**src/rtl/dmb_pkg.sv**
```systemverilog
// Shared types and helpers for the debug mailbox byte packer and FIFO read side.
package dmb_pkg;

    typedef enum logic [1:0] {
        StIdle = 2'd0,
        StFill = 2'd1,
        StPush = 2'd2
    } dmb_state_e;

    localparam int unsigned DMB_DATA_WIDTH = 32;
    localparam int unsigned BYTES_PER_WORD = DMB_DATA_WIDTH / 8;

    // Lane count must be able to represent a full word, hence the extra bit.
    function automatic int unsigned lane_cnt_width(input int unsigned n);
        return $clog2(n) + 1;
    endfunction

endpackage

```
**src/rtl/dmb_idle_timer.sv**
```systemverilog
// Idle down-counter: reloads on clear, counts down while enabled, flags expiry at zero.
module dmb_idle_timer #(
    parameter int unsigned TIMEOUT_CYCLES = 16
) (
    input  logic clk_i,
    input  logic rst_i,
    input  logic clr_i,
    input  logic en_i,
    output logic expire_o
);

    localparam int unsigned TW = (TIMEOUT_CYCLES > 0) ? $clog2(TIMEOUT_CYCLES + 1) : 1;
    localparam logic [TW-1:0] LOAD = TW'(TIMEOUT_CYCLES);

    logic [TW-1:0] cnt_q, cnt_d;

    always_comb begin
        cnt_d = cnt_q;
        if (clr_i) begin
            cnt_d = LOAD;
        end else if (en_i && (cnt_q != '0)) begin
            cnt_d = cnt_q - TW'(1);
        end
    end

    always_ff @(posedge clk_i) begin
        if (rst_i) begin
            cnt_q <= LOAD;
        end else begin
            cnt_q <= cnt_d;
        end
    end

    // A zero reload value means the timeout is disabled, not instantly expired.
    assign expire_o = (TIMEOUT_CYCLES != 0) && (cnt_q == '0);

endmodule

```
**src/rtl/dmb_byte_packer.sv**
```systemverilog
// Packs a valid/ready byte stream little-endian into words and pushes them into the
// mailbox FIFO over wrReq/wrAck; partial words go out on flush or idle timeout.
module dmb_byte_packer
    import dmb_pkg::*;
#(
    parameter int unsigned DATA_WIDTH     = 32,
    parameter logic [7:0]  PAD_BYTE       = 8'h00,
    parameter int unsigned TIMEOUT_CYCLES = 16,
    parameter int unsigned CNT_W          = 16
) (
    input  logic                            clk_i,
    input  logic                            rst_i,
    input  logic                            byte_valid_i,
    output logic                            byte_ready_o,
    input  logic [7:0]                      byte_data_i,
    input  logic                            flush_i,
    output logic                            wr_req_o,
    input  logic                            wr_ack_i,
    output logic [DATA_WIDTH-1:0]           wdata_o,
    output logic [$clog2(DATA_WIDTH/8):0]   lane_cnt_o,
    output logic [CNT_W-1:0]                word_cnt_o
);

    localparam int unsigned N   = DATA_WIDTH / 8;
    localparam int unsigned LCW = lane_cnt_width(N);

    dmb_state_e            state_q, state_d;
    logic [LCW-1:0]        lanes_q, lanes_d;
    logic [DATA_WIDTH-1:0] data_q, data_d;
    logic [CNT_W-1:0]      word_cnt_q, word_cnt_d;

    logic           accept;
    logic           expire;
    logic           active;
    logic [LCW-1:0] base_cnt;
    logic [LCW-1:0] n_new;

    assign byte_ready_o = rst_i ? 1'b0 : ((state_q == StPush) ? wr_ack_i : 1'b1);
    assign accept       = byte_valid_i & byte_ready_o;

    dmb_idle_timer #(
        .TIMEOUT_CYCLES (TIMEOUT_CYCLES)
    ) u_idle_timer (
        .clk_i    (clk_i),
        .rst_i    (rst_i),
        .clr_i    (accept || (state_q != StFill)),
        .en_i     ((state_q == StFill) && !accept),
        .expire_o (expire)
    );

    always_comb begin
        state_d    = state_q;
        lanes_d    = lanes_q;
        data_d     = data_q;
        word_cnt_d = word_cnt_q;
        base_cnt   = lanes_q;
        active     = 1'b1;
        n_new      = '0;

        // A pending word either completes this cycle (freeing the register) or holds everything.
        if (state_q == StPush) begin
            if (wr_ack_i) begin
                word_cnt_d = word_cnt_q + CNT_W'(1);
                base_cnt   = '0;
            end else begin
                active = 1'b0;
            end
        end

        if (active) begin
            n_new = base_cnt + LCW'(accept);
            for (int k = 0; k < N; k++) begin
                if (accept && (LCW'(k) == base_cnt)) begin
                    data_d[8*k +: 8] = byte_data_i;
                end
            end
            lanes_d = n_new;
            if (n_new == LCW'(N)) begin
                state_d = StPush;
            end else if ((n_new != '0) && (flush_i || expire)) begin
                for (int k = 0; k < N; k++) begin
                    if (LCW'(k) >= n_new) begin
                        data_d[8*k +: 8] = PAD_BYTE;
                    end
                end
                state_d = StPush;
            end else if (n_new != '0) begin
                state_d = StFill;
            end else begin
                state_d = StIdle;
            end
        end
    end

    always_ff @(posedge clk_i) begin
        if (rst_i) begin
            state_q    <= StIdle;
            lanes_q    <= '0;
            data_q     <= '0;
            word_cnt_q <= '0;
        end else begin
            state_q    <= state_d;
            lanes_q    <= lanes_d;
            data_q     <= data_d;
            word_cnt_q <= word_cnt_d;
        end
    end

    assign wr_req_o   = (state_q == StPush);
    assign wdata_o    = data_q;
    assign lane_cnt_o = lanes_q;
    assign word_cnt_o = word_cnt_q;

endmodule

```
**config.mk**
```make
export PLATFORM = sky130hd
export DESIGN_NAME = dmb_byte_packer
export DESIGN_NICKNAME = d
export VERILOG_FILES = /design/src/rtl/dmb_pkg.sv /design/src/rtl/dmb_idle_timer.sv /design/src/rtl/dmb_byte_packer.sv
export SDC_FILE = /design/constraint.sdc
export NUM_CORES = 1
export LEC_CHECK = 0
export ABC_CLOCK_PERIOD_IN_PS = 3010
export CAP_MARGIN = 10
export CORE_UTILIZATION = 48
export DETAILED_ROUTE_END_ITERATION = 12
export PLACE_DENSITY = 0.81
export SYNTH_ARGS = -nofsm -noshare
export SYNTH_HDL_FRONTEND = slang
export SYNTH_SLANG_ARGS = --single-unit
```
**constraint.sdc**
```tcl
create_clock -name clk_i -period 3.01 [get_ports clk_i]
set_input_delay 0.301 -clock clk_i [delete_from_list [all_inputs] [get_ports clk_i]]
set_output_delay 0.301 -clock clk_i [all_outputs]
set_load 0.01 [all_outputs]
```
==> results of run 1 <==
placed cells by master, fill, tap and decap left out, types with 2 or more instances in the layout:
cell,netlist,routed
a211oi_1,13,13
a21oi_1,9,9
a31o_2,3,3
and2_1,4,4
and3_1,3,3
buf_4,2,6
clkbuf_8,0,9
clkdlybuf4s50_1,0,65
clkinv_2,0,4
dfxtp_1,58,58
ha_1,4,4
inv_1,7,7
mux2i_1,19,19
nand2_1,16,16
nand3_1,7,7
nand4_1,3,3
nor2_1,57,57
nor2b_1,2,2
nor3_1,6,6
nor3b_1,3,3
nor4_1,3,3
nor4b_1,2,2
o21a_1,2,2
o21ai_0,2,2
or3_1,2,2
xnor2_1,6,6
xor2_1,8,8
area by class of cell:
type / instances / area share
Tap cell: 70 / 0.02533
Multi-Input combinational cell: 197 / 0.3764
Timing Repair Buffer: 71 / 0.2012
Inverter: 7 / 0.007600
Clock buffer: 10 / 0.03692
Sequential cell: 58 / 0.3359
Clock inverter: 6 / 0.01665
registers in the layout (all words and copies together), names as in the netlist:
signal	flops
wdata_o	32
u_idle_timer.cnt_q	5
lane_cnt_o	3
state_q	2
word_cnt_o	16
worst max-delay path, cell delays in order, from the launching register on:
cell	delay, ps
dfxtp_1	370
or3b_1	420
and2_1	150
ha_1	190
ha_1	220
or4bb_1	470
o21ai_1	180
a31o_2	310
a211oi_1	70
final timing paths:
kind	from	endpoint	slack (ps)	cells after the start
setup / recovery	state_q[0]	wdata_o[21]	480	8
hold / removal	u_idle_timer.cnt_q[4]	u_idle_timer.cnt_q[4]	450	2
setup reg to reg	state_q[0]	wdata_o[21]	480	8
hold reg to reg	u_idle_timer.cnt_q[4]	u_idle_timer.cnt_q[4]	450	2
through the flow:
stage	utilization	worst slack [ps]	hold slack, ps
after floorplan	-	443.9	422.3
after global placement	0.6406	203.1	436.1
after detailed placement	0.6406	165.9	439.8
after CTS	0.6769	473.3	449.6
after global routing	0.6769	347.9	479.2
final	0.6769	484.6	454.5
power by group:
group          internal [mW]  switching, mW
clock network          0.376          0.303
registers              0.794         0.0241
logic                  0.131          0.149
cell families (layout without fill, tap and decap cells):
logic type / Yosys count / in the layout / share of synthesized area
xor gates and xnor gates: 14 / 14 / 0.04816
muxes: 20 / 20 / 0.07911
DFF: 58 / 58 / 0.4560
and+or+nand+nor: 125 / 125 / 0.2668
adders and majority gates: 4 / 4 / 0.01966
buffers and inverters: 17 / 94 / 0.03292
AOI/OAI and AO/OA: 34 / 34 / 0.09729
routing by layer:
layer  share of wire  vias to the layer above  GRT usage  wire, um
met5               0                        -          0         0
met4           0.014                        0     0.1237        85
met3           0.056                       10    0.06024       336
met2            0.48                       72     0.3594      2862
met1            0.45                     1005     0.2939      2735
li1                -                     1102          -         -
==> out/results.ini, run 1 <==
[run_status]
status=finished clean

[pwr]
p_leak_nw=1.372
p_per_area_nw_per_um2=513.9
power_mw=1.777
ir_worst_vdd_v=0.0003842

[layout]
layout-drive-gt1-share=0.1032
fin_area_um2=3457
final_net_count=361
num-fill-cells=412
register_area_um2=1161
multi_input_area_um2=1301
antenna_cells=0
area_growth_pct=35.77
fin_cells=419

[routing]
drt_first_pass_iters=4
ant_nets=0
routed_wirelength_um=6019
drcViolationCount=0
first_iter_violations=104
vias=2189
wl_per_cell_um=14.37
viasPerCell=5.224

[synth]
syn_area_um2=2546
synth_cells=272
synth_top_flop_cell=dfxtp_1
yosys_warnings=0
yosysSeqAreaShare=0.4560
synthDominantCellAreaShare=0.4560
ys_ff_latch=58
netlist_top_cells_area=dfxtp_1 (46%), nor2_1 (8.4%), mux2i_1 (7.5%), a211oi_1 (3.8%), xor2_1 (2.8%)
yosysMostFrequentCell=dfxtp_1
synth_common_cells=dfxtp_1 (58), nor2_1 (57), mux2i_1 (19)
ys_types=51
synth_top_area_cell=dfxtp_1
synth_edf_count=0
syn_nets=289
postSynthAreaPerCell_um2=9.361
synth-async-reset-ratio=0

[floorplan]
rows=26
io_pins=66
start_util=0.4985
die_y_um=74.83
die-area_um2=5600
die_w_um=74.83
core_um2=5107

[worst_setup_path]
required_ps=3200
worstPathArrival_ps=2710
path_max_fanout=8
worstSetupPathType=reg2reg
start_kind=flip-flop
end_kind=flip-flop

[clock_tree]
cts_buffer_depth=2
cts_max_level=3
cts_hold_buf=0
insertion_delay_ps=340
cts_tree=yes
cts-root-buf=clkbuf_8
clkSinkCount=58
cts_made_buffers=9
cts.clk_slew.worst_paths_ps=60
cts_resized=0
cts_setup_buffers=0

[global_routing]
grt_first_pass_wirelength_um=9473
grt_max_degree=37
antenna_found_initial=0
first_global_vias=2050
track_usage=0.2308
overflow=0

[place]
dpl.hpwl_um=4228
dp_cells=403
dpl_cell_area_um2=3272
port_buffers=65
place_congestion=0.8158

[sta]
tightest_slew_ps=923.1
slew_viol_final=0
fin_skew_ps=7.672
min_period_over_period=0.8390
slew_headroom=0.3759
period_needed_ps=2525
fmax_mhz=396.0
setup_tns_ps=0
rsz0062_at_grt=no
finalSetupViolCount=0
hold_viol_final=0

[run]
cap_violations=0

[hold_path]
hold_path_class=reg2reg

Power figures use the tool's default switching activity.
==> run 2: changes to the inputs <==
Settings changed: ABC_CLOCK_PERIOD_IN_PS 3010 to 2600.
Clock period 3.01 ns to 2.6 ns, I/O delays scaled along.
==> run 2 against run 1 <==
Register-to-register slack worse by 330 ps. Highest routed layer unchanged. Largest power group unchanged. Final cell count up 1.7%. Global-route usage fell by 0.37 points. Largest cell class unchanged.
==> out/results.ini, run 2 (same netlist as run 1, synthesis figures left out) <==
[layout]
layout_common_cells=clkdlybuf4s50_1 (65), dfxtp_1 (58), nor2_1 (57), mux2i_1 (19), nand2_1 (16)
layout-drive-gt1-share=0.1236  ; +0.02044
mostFrequentLayoutCell=clkdlybuf4s50_1
antenna_cells=0  ; unchanged
largest_register_ffs=32  ; unchanged
final_net_count=368  ; +1.9%
fin_area_um2=3547  ; +2.6%
num-fill-cells=405  ; -1.7%
area_growth_pct=39.31

[floorplan]
rows=26  ; unchanged
io_pins=66  ; unchanged
die-area_um2=5600  ; unchanged
core_um2=5107  ; unchanged
die_y_um=74.83  ; unchanged
start_util=0.4985  ; unchanged
die_w_um=74.83  ; unchanged

[sta]
slew_viol_final=0  ; unchanged
fmax_mhz=408.8  ; +3.2%
rsz0062_at_grt=no
period_needed_ps=2446  ; -79.10 ps
tightest_slew_ps=504.6  ; -418.5 ps
min_period_over_period=0.9409  ; +0.1019
slew_headroom=0.6626  ; +0.2867
fin_skew_ps=9.795  ; +2.123 ps
hold_viol_final=0  ; unchanged
finalSetupViolCount=0  ; unchanged
fin_ws_ps=153.7  ; -330.9 ps

[worst_setup_path]
worstPathArrival_ps=2650  ; -60 ps
path_max_fanout=8  ; unchanged
required_ps=2800  ; -400 ps
start_kind=flip-flop
end_kind=flip-flop
worstSetupPathType=reg2reg

[clock_tree]
cts_setup_buffers=0  ; unchanged
cts_hold_buf=0  ; unchanged
cts-root-buf=clkbuf_8
cts_made_buffers=9  ; unchanged
cts.clk_slew.worst_paths_ps=60  ; about the same
clkSinkCount=58  ; unchanged
insertion_delay_ps=340  ; about the same
cts_max_level=3  ; unchanged
cts_tree=yes
cts_buffer_depth=2  ; unchanged

[pwr]
p_per_area_nw_per_um2=623.3  ; +21%
p_leak_nw=1.423  ; +3.7%
ir_worst_vdd_v=0.0004491  ; +17%
power_mw=2.211  ; +24%

[global_routing]
antenna_found_initial=0  ; unchanged
grt_max_degree=37  ; unchanged
track_usage=0.2271  ; -0.003691
grt_first_pass_wirelength_um=9411  ; -0.65%
first_global_vias=2080  ; +1.5%
overflow=0  ; unchanged

[routing]
routed_wirelength_um=5989  ; -0.50%
first_iter_violations=53  ; -49%
drcViolationCount=0  ; unchanged
drt_first_pass_iters=4  ; unchanged
wl_per_cell_um=14.06  ; -2.1%
vias=2218  ; +1.3%
ant_nets=0  ; unchanged
viasPerCell=5.207  ; -0.34%

[hold_path]
hold_path_class=reg2reg

[place]
dpl_cell_area_um2=3324  ; +1.6%
place_congestion=0.8716  ; +6.8%
dp_slack_ps=-225.3  ; -391.2 ps
dpl.hpwl_um=4302  ; +1.8%
port_buffers=65  ; unchanged

[run_status]
status=finished clean

[run]
cap_violations=0  ; unchanged

-- run 2: power by group --
group	leakage (nW)	switching (mW)	internal, mW	total, mW
Clock	0.109	0.354	0.562	0.917
Combinational	0.845	0.180	0.166	0.346
Sequential	0.469	0.0297	0.919	0.949
-- run 2: path summary, 6_finish.rpt --
path	startpoint	end	slack, ps	cells after the start
max	state_q[1]	wdata_o[27]	150	8
min	u_idle_timer.cnt_q[4]	u_idle_timer.cnt_q[4]	450	2
max reg2reg	state_q[1]	wdata_o[27]	150	8
min reg2reg	u_idle_timer.cnt_q[4]	u_idle_timer.cnt_q[4]	450	2
-- run 2: layout make-up --
class | count | area [um^2] | share of cell area
Sequential cell | 58 | 1161 | 0.3273
Tap cell | 70 | 87.58 | 0.02469
Clock inverter | 5 | 77.57 | 0.02187
Inverter | 7 | 26.28 | 0.007407
Multi-Input combinational cell | 197 | 1305 | 0.3679
Timing Repair Buffer | 78 | 748.2 | 0.2109
Clock buffer | 11 | 141.4 | 0.03986
-- run 2: what timing repair did --
action	CTS	global route
setup endpoints to repair	0	20
endpoints found under the hold margin	0	0
gates resized for setup	0	1
-- run 2: per-layer routing --
metal,vias to the layer above,global-route usage,wire [um]
met5,-,0,0
met4,0,0.1384,202
met3,16,0.06827,349
met2,68,0.3483,2691
met1,1026,0.2813,2746
li1,1108,-,-
-- run 2: critical path, cell delays in order (launching register included) --
cell      delay, ps
dfxtp_1         400
or3b_1          380
and2_1          150
ha_1            190
ha_1            200
or4bb_1         500
o21ai_2         120
a31o_2          300
a211oi_1         70
-- run 2: through the flow --
step           hold slack [ps]  std cells  TNS [ps]  utilization
6_report                 450.6        426         0       0.6945
5_1_grt                  483.8        426         0       0.6945
4_1_cts                  458.1        426         0       0.6938
3_5_place_dp             448.9        410     -4796       0.6509
3_3_place_gp             432.2        410     -3247       0.6509
2_1_floorplan            399.2        272         0            -
